<file path="config.mk">
export PLATFORM = sky130hd
export DESIGN_NAME = a0_uart_tx
export DESIGN_NICKNAME = d
export VERILOG_FILES = /design/src/rtl/a0_uart_tx.sv
export SDC_FILE = /design/constraint.sdc
export NUM_CORES = 1
export LEC_CHECK = 0
export BUFFER_PORTS_ARGS = -buffer_cell sky130_fd_sc_hd__buf_4
export CORE_MARGIN = 10
export CORE_UTILIZATION = 45
export DETAILED_ROUTE_END_ITERATION = 8
export GPL_ROUTABILITY_DRIVEN = 0
export PLACE_DENSITY = 0.57
export SLEW_MARGIN = 10
export SYNTH_ARGS = -nofsm -noshare
export SYNTH_HDL_FRONTEND = slang
export SYNTH_SLANG_ARGS = --single-unit
</file>
<file path="constraint.sdc">
create_clock -name clk -period 3.75 [get_ports clk]
set_clock_uncertainty 0.2 [all_clocks]
set_input_delay 0.5625 -clock clk [delete_from_list [all_inputs] [get_ports clk]]
set_output_delay 0.5625 -clock clk [all_outputs]
set_load 0.02 [all_outputs]
</file>
<file path="src/rtl/a0_uart_tx.sv">
// a0_uart_tx: debug output path for the CPU.
// Captures every new value seen on register x10 (a0) into a small FIFO and
// sends each captured 32-bit word over an 8N1 UART line, least significant
// byte first. Consecutive words are separated by a single idle (pop) cycle.
//
// Capture handshake: a capture happens on a rising edge when en=1 and
// a0 differs from the last value seen while enabled. The capture is
// accepted when the FIFO has room at that edge, or when the transmitter
// pops the head word on that same edge. Otherwise the word is dropped and
// the sticky overflow flag is set.
module a0_uart_tx #(
    parameter int CLKS_PER_BIT = 16,
    parameter int FIFO_DEPTH   = 4
) (
    input  logic                               clk,
    input  logic                               rst_n,
    input  logic [31:0]                        a0,
    input  logic                               en,
    output logic                               tx,
    output logic                               busy,
    output logic                               overflow,
    output logic [$clog2(FIFO_DEPTH+1)-1:0]    fifo_count
);

    localparam int CNT_W  = $clog2(FIFO_DEPTH + 1);
    localparam int PTR_W  = $clog2(FIFO_DEPTH);
    localparam int BAUD_W = $clog2(CLKS_PER_BIT);

    typedef enum logic [1:0] {
        ST_IDLE  = 2'd0,
        ST_START = 2'd1,
        ST_DATA  = 2'd2,
        ST_STOP  = 2'd3
    } state_t;

    // FSM and serialiser state
    state_t              state_q, state_d;
    logic [BAUD_W-1:0]   baud_q, baud_d;
    logic [2:0]          bit_q, bit_d;
    logic [1:0]          byte_q, byte_d;
    logic [31:0]         shift_q, shift_d;
    logic                tx_q, tx_d;

    // Capture and FIFO state
    logic [31:0]         last_a0_q, last_a0_d;
    logic                overflow_q, overflow_d;
    logic [PTR_W-1:0]    wr_ptr_q, wr_ptr_d;
    logic [PTR_W-1:0]    rd_ptr_q, rd_ptr_d;
    logic [CNT_W-1:0]    count_q, count_d;
    logic [31:0]         mem_q [FIFO_DEPTH];

    logic                pop;
    logic                change;
    logic                push;
    logic                baud_end;
    logic [2:0]          nxt_bit;

    // Capture decision and FIFO bookkeeping
    always_comb begin
        pop        = (state_q == ST_IDLE) && (count_q != '0);
        change     = en && (a0 != last_a0_q);
        push       = change && ((count_q != CNT_W'(FIFO_DEPTH)) || pop);
        last_a0_d  = en ? a0 : last_a0_q;
        overflow_d = overflow_q | (change & ~push);
        wr_ptr_d   = push ? wr_ptr_q + PTR_W'(1) : wr_ptr_q;
        rd_ptr_d   = pop  ? rd_ptr_q + PTR_W'(1) : rd_ptr_q;
        count_d    = count_q;
        if (push && !pop) begin
            count_d = count_q + CNT_W'(1);
        end else if (pop && !push) begin
            count_d = count_q - CNT_W'(1);
        end
    end

    // FIFO storage; contents need no reset because count gates every read
    always_ff @(posedge clk) begin
        if (push) begin
            mem_q[wr_ptr_q] <= a0;
        end
    end

    // Next-state, counters and registered tx value for the coming cycle
    always_comb begin
        state_d  = state_q;
        baud_d   = '0;
        bit_d    = bit_q;
        byte_d   = byte_q;
        shift_d  = shift_q;
        tx_d     = 1'b1;
        baud_end = (baud_q == BAUD_W'(CLKS_PER_BIT - 1));
        nxt_bit  = bit_q + 3'd1;
        if (state_q != ST_IDLE && !baud_end) begin
            baud_d = baud_q + BAUD_W'(1);
        end
        unique case (state_q)
            ST_IDLE: begin
                if (pop) begin
                    state_d = ST_START;
                    shift_d = mem_q[rd_ptr_q];
                    byte_d  = 2'd0;
                    tx_d    = 1'b0;
                end
            end
            ST_START: begin
                tx_d = 1'b0;
                if (baud_end) begin
                    state_d = ST_DATA;
                    bit_d   = 3'd0;
                    tx_d    = shift_q[0];
                end
            end
            ST_DATA: begin
                tx_d = shift_q[bit_q];
                if (baud_end) begin
                    if (bit_q == 3'd7) begin
                        state_d = ST_STOP;
                        tx_d    = 1'b1;
                    end else begin
                        bit_d = nxt_bit;
                        tx_d  = shift_q[nxt_bit];
                    end
                end
            end
            ST_STOP: begin
                tx_d = 1'b1;
                if (baud_end) begin
                    if (byte_q != 2'd3) begin
                        state_d = ST_START;
                        byte_d  = byte_q + 2'd1;
                        shift_d = {8'h00, shift_q[31:8]};
                        tx_d    = 1'b0;
                    end else begin
                        state_d = ST_IDLE;
                    end
                end
            end
            default: begin
                state_d = ST_IDLE;
            end
        endcase
    end

    // State registers; reset abandons any frame in progress
    always_ff @(posedge clk or negedge rst_n) begin
        if (!rst_n) begin
            state_q    <= ST_IDLE;
            baud_q     <= '0;
            bit_q      <= '0;
            byte_q     <= '0;
            shift_q    <= '0;
            tx_q       <= 1'b1;
            last_a0_q  <= '0;
            overflow_q <= 1'b0;
            wr_ptr_q   <= '0;
            rd_ptr_q   <= '0;
            count_q    <= '0;
        end else begin
            state_q    <= state_d;
            baud_q     <= baud_d;
            bit_q      <= bit_d;
            byte_q     <= byte_d;
            shift_q    <= shift_d;
            tx_q       <= tx_d;
            last_a0_q  <= last_a0_d;
            overflow_q <= overflow_d;
            wr_ptr_q   <= wr_ptr_d;
            rd_ptr_q   <= rd_ptr_d;
            count_q    <= count_d;
        end
    end

    assign tx         = tx_q;
    assign busy       = (state_q != ST_IDLE);
    assign overflow   = overflow_q;
    assign fifo_count = count_q;

endmodule

</file>
* Word-level counts from Yosys, hierarchy flattened *
Memory sizes are Yosys's and may differ from the RTL's.
Index checks and enable logic that the tools add are counted.

storage, ports and cells
  output and inout bits = 6
  memories kept = 1
  word-level logic and storage cells = 93
  bits in writable memories = 128
  input bits = 35
  register bits after elaboration = 84

cells by class
  reduce and logical (&&, ||, !) cells = 19
  $lt $le $gt $ge = 2
  mux-type cells = 35
  add/sub/neg operators = 7
  eq/ne operators = 15
  bitwise logic cells = 3

memories
  memory  depth  width  rd ports  clocked after Yosys merged registers in  wr ports  RTL line  text
  mem_q   4      32     1         0                                        1         50        logic [31:0] mem_q [FIFO_DEPTH];

operators by type and width
  cell                                                number
  two-way mux 32 bit                                  3
  one-hot mux 32 bit (2 select lines)                 1
  inequality test 32 bit                              1
  two-way mux 2 bit                                   8
  inequality test 2 bit, second input constant        8
  two-way mux 3 bit                                   5
  < comparator 3 x 6 -> 1 bit, second input constant  2
  two-way mux 1 bit                                   11
  one-hot mux 2 bit (4 select lines)                  1
  AND reduction 4 bit                                 2
  nonzero test 2 bit                                  4
  adder 2 x 1 -> 2 bit, second input constant         3
  adder 3 x 1 -> 3 bit, second input constant         2
  binary-select mux 1 bit (select 3 bit)              2
  logical AND 1 bit                                   6
  one-hot mux 3 bit (2 select lines)                  1
  AND reduction 5 bit                                 1
  adder 4 x 1 -> 4 bit, second input constant         1
  == test 2 bit, second input constant                2
  == test 4 bit, second input constant                1
  two-way mux 4 bit                                   1
  one-hot mux 1 bit (4 select lines)                  1
  one-hot mux 2 bit (2 select lines)                  1
  == test 3 bit, second input constant                1
  10 further kinds                                    12

* Depth between registers and ports, before layout *
  depth after elaboration = 8
  gate-level depth with buffers = 12
  gate-level depth less buffers = 11

* Worst setup path after synthesis *
No wires, ideal clock.

  path kind = flip-flop to flip-flop
  from = reg state_q[0]
  to = mem mem_q[0][0], enable pin
  stages on the path, launching flop included = 7
  buffers on the path = 1
  clock period less this slack = 2.787 ns
  path slack = 0.963 ns
  data arrival time = 2.195 ns
  library setup time = 0.392 ns
  required time = 3.158 ns
  cell sequence = dfrtp_1 -> inv_1 -> ha_1 -> buf_2 -> nor4_1 -> a311oi_2 -> and2_1

between the ends
  cells in the longest elaborated chain, start to end = 6

ends and longest elaborated chain
  element                                  RTL line  text
  start: declaration                       37        state_t state_q, state_d;
  start signal: assignment                 158       state_q <= state_d;
  logical NOT 2 bit                        60        pop = (state_q == ST_IDLE) && (count_q != '0);
  logical AND 1 bit                        60
  logical OR 1 bit                         62        push = change && ((count_q != CNT_W'(FIFO_DEPTH)) || pop);
  logical AND 1 bit                        62
  named net push                           54        logic push;
  two-way mux 1 bit                        77        if (push) begin
  two-way mux 1 bit (implied by the code)  78        mem_q[wr_ptr_q] <= a0;
  end: declaration                         50

The timed path passes the listed nets, and every way through them passes these cells.

* Worst setup path in the final report *
  from = reg state_q[0]
  to = reg count_q[2] (netlist: fifo_count[2])

between the ends
  cells in the longest elaborated chain, start to end = 7
  elaborated cells on any way between the ends = 10
  classes of those cells = mux: 1; reduce/logical: 9

ends and longest elaborated chain
  element                              RTL line  text
  logical NOT 2 bit (*)                60
  logical AND 1 bit (*)                60
  logical OR 1 bit (*)                 62
  logical AND 1 bit (*)                62
  named net push                       54
  logical NOT 1 bit                    70        end else if (pop && !push) begin
  logical AND 1 bit                    70
  nonzero test 2 bit (no source line)  --
  end signal: assignment               168       count_q <= count_d;
  end: declaration                     49        logic [CNT_W-1:0] count_q, count_d;

The timed path passes the listed nets; every way through them passes the cells marked *.
A chain may end at the register's enable or synchronous reset.

==> metrics.txt <==
H-tree depth=1; Clock Latency Late Sink=roughly 0.52 ns; fin worst setup slack=0.6233 ns; flip-flop and latch count after synthesis=212; area grow syn2layout=17.01%; critical path class=reg2reg; share of layout cells above drive strength 1=32.03%; pre-CTS setup slack=0.6207 ns; CTS tree=yes; antenna violation net count after detailed routing=0; Mapped Avg Cell Area=16.66 sq um; gr ovfl total=0; vias in the first global route=just over 5000; Die Span Y=161.4 um; syn_nets=589; CP Launch Type=flop; detailed-route via count=4658; Ports=41; wire per inst=about 21 um; GRT Total Usage=between 10 and 15%; worst vdd ir=~0.45 mV; Row Count=51; detailed router's first-iteration violation count=221; top cells by count, synth=edfxtp_1, dfrtp_1, xnor2_1, mux4_2; nets=643; cts repair resizes=0; Vias/cell=5.311; Initial DRT Pass Iterations=4; die area=26050 sq um; Final setup violation count=0; most frequent cell after synthesis=edfxtp_1; Fmax=0.3198 GHz; cells after synthesis=540; fin. max-slew vios=0; CP max FO=11; reg2reg path depth=10; worst path required time=3.98 ns; library cells used by synthesis=41; Fin. Hold Viols=0; Clock transition at path regs=0.06 ns; Hold Crit Class=in2reg; Max Root-Sink Buffers=3; outcome=completed; Critical Path AT=3.36 ns; RSZ-0062 raised after global routing=false; Worst R2R End=fifo_count[2]; r2r setup slk=0.62 ns; CP endpoint=fifo_count[2]; final WL=18360 um; Cell Area, Synth=8996 sq um; synth top area cells=edfxtp_1, dfrtp_1, mux4_2, mux2_2, xnor2_1; ys flop type=edfxtp_1; TNS Setup=0 ns; drt drc=0; Least-Margin Pin Slew=between 0.7 and 0.8 ns; Diodes inserted=0; first-pass GRT wire length=29090 um; port bufs=40; top cell type's share of synthesized area=42.73%; worst setup path start=state_q[0]; post-layout min period=3.127 ns; Clock Sinks=212; async set or reset register ratio after synthesis=39.62%; largest net degree at the start of global routing=65; initial antenna violation count=0; core area=about 20000 sq um; Hold Crit Start=a0[8]; Post-CTS Setup Bufs=0; hold-fix buffers at CTS=1; total CTS buffers=24; Warnings, synthesis=0; MaxCap Viol Count=0; hpwl dp=around 11000 um; Initial Utilization=45.92%; leakage=approximately 3.8 nW; CP Capture Type=flop; Die Span X=161.4 um; Period Utilization, post-route=between 80 and 90%; P per Cell Area=roughly 820 nW/um^2; r2r startpoint=state_q[0]; post-synthesis sequential area ratio=66.11%; Yosys top cell by area=edfxtp_1; Slew headroom=49.72%; clk root buf=clkbuf_16; EDFF count, synth=128
## worst max-delay path: stages, from the launching register on
cell	delay, ns
dfrtp_1	0.42
inv_1	0.14
ha_1	0.42
nor4_1	0.19
a311oi_2	0.55
ha_1	0.27
inv_1	0.06
fa_1	0.37
xor2_1	0.17
nor2_1	0.13
xnor2_1	0.13
## metrics by stage
stage                     std cells  power, W  hold WS, ns  instance area [sq um]  util (%)
final                           877  0.008615      0.06343                  10530     53.73
after CTS                       877  0.008740      0.04558                  10530     53.73
after global placement          832  0.006090       0.2798                   9643     49.22
after global routing            877  0.009116      0.04539                  10530     53.73
after detailed placement        832  0.006188       0.2934                   9643     49.22
after floorplan                 540  0.005430      0.06691                   8996         -
## sequential cells by signal, indices dropped and copies added, names as in the netlist
register    count
mem_q         128
last_a0_q      32
shift_q        32
baud_q          4
bit_q           3
fifo_count      3
byte_q          2
rd_ptr_q        2
state_q         2
wr_ptr_q        2
overflow        1
tx              1
## logic make-up (layout without fill, tap and decap cells)
kind of cell             Yosys count  after routing  synth area share [%]
AO/OA/AOI/OAI                     57             57                 4.785
multiplexers                      97             97                 16.29
adder cells (fa/ha/maj)           14             14                 2.031
flip-flops                       212            212                 66.11
AND/OR/NAND/NOR                   78             78                 4.576
buffers and inverters             43            115                 2.420
XOR/XNOR                          39             39                 3.797
## layout by cell type (no fill, tap or decap), drive strengths merged, types with 5 or more instances in the layout
cell,n
a21oi,30
a22o,6
buf,51
bufinv,5
clkbuf,29
clkinv,9
dfrtp,83
edfxtp,128
ha,13
inv,19
mux2,35
mux2i,26
mux4,36
nand2,7
nand3b,8
nand4,8
nor2,35
o21ai,14
xnor2,38
## worst min-delay path by stage
| stage | cells past startpoint | slack (ns) | endpoint |
|---|---|---|---|
| 6_report | 1 | 0.06 | mem_q[1][8] |
| 5_1_grt | 1 | 0.05 | mem_q[1][11] |
| 4_1_cts | 1 | 0.05 | mem_q[1][31] |
| 3_5_place_dp | 1 | 0.29 | overflow |
| 3_3_place_gp | 1 | 0.28 | baud_q[0] |
| 2_1_floorplan | 0 | 0.07 | baud_q[0] |
## power breakdown
part	total [W]	internal [W]	switching (W)
registers	0.00343	0.00311	0.000324
clock network	0.00253	0.00159	0.000948
logic	0.00265	0.00121	0.00144
total	0.00861	0.00590	0.00272
## area by class of cell
cell class,count,area [sq um]
Inverter,19,71.32
Clock inverter,15,224.0
Multi-Input combinational cell,285,2834
Timing Repair Buffer,52,467.9
Clock buffer,29,649.4
Tap cell,265,331.6
Fill cell,1625,9064
Sequential cell,212,5948
## per-layer routing
metal / share of wire (%) / track usage (%) / vias to the layer above
met5: 0 / 0 / -
met4: 2.3 / 4.136 / 0
met3: 3.2 / 2.644 / 37
met2: 52 / 24.76 / 69
met1: 43 / 17.77 / 2406
li1: - / - / 2146
No activity file was read; power rests on OpenSTA's default activity.
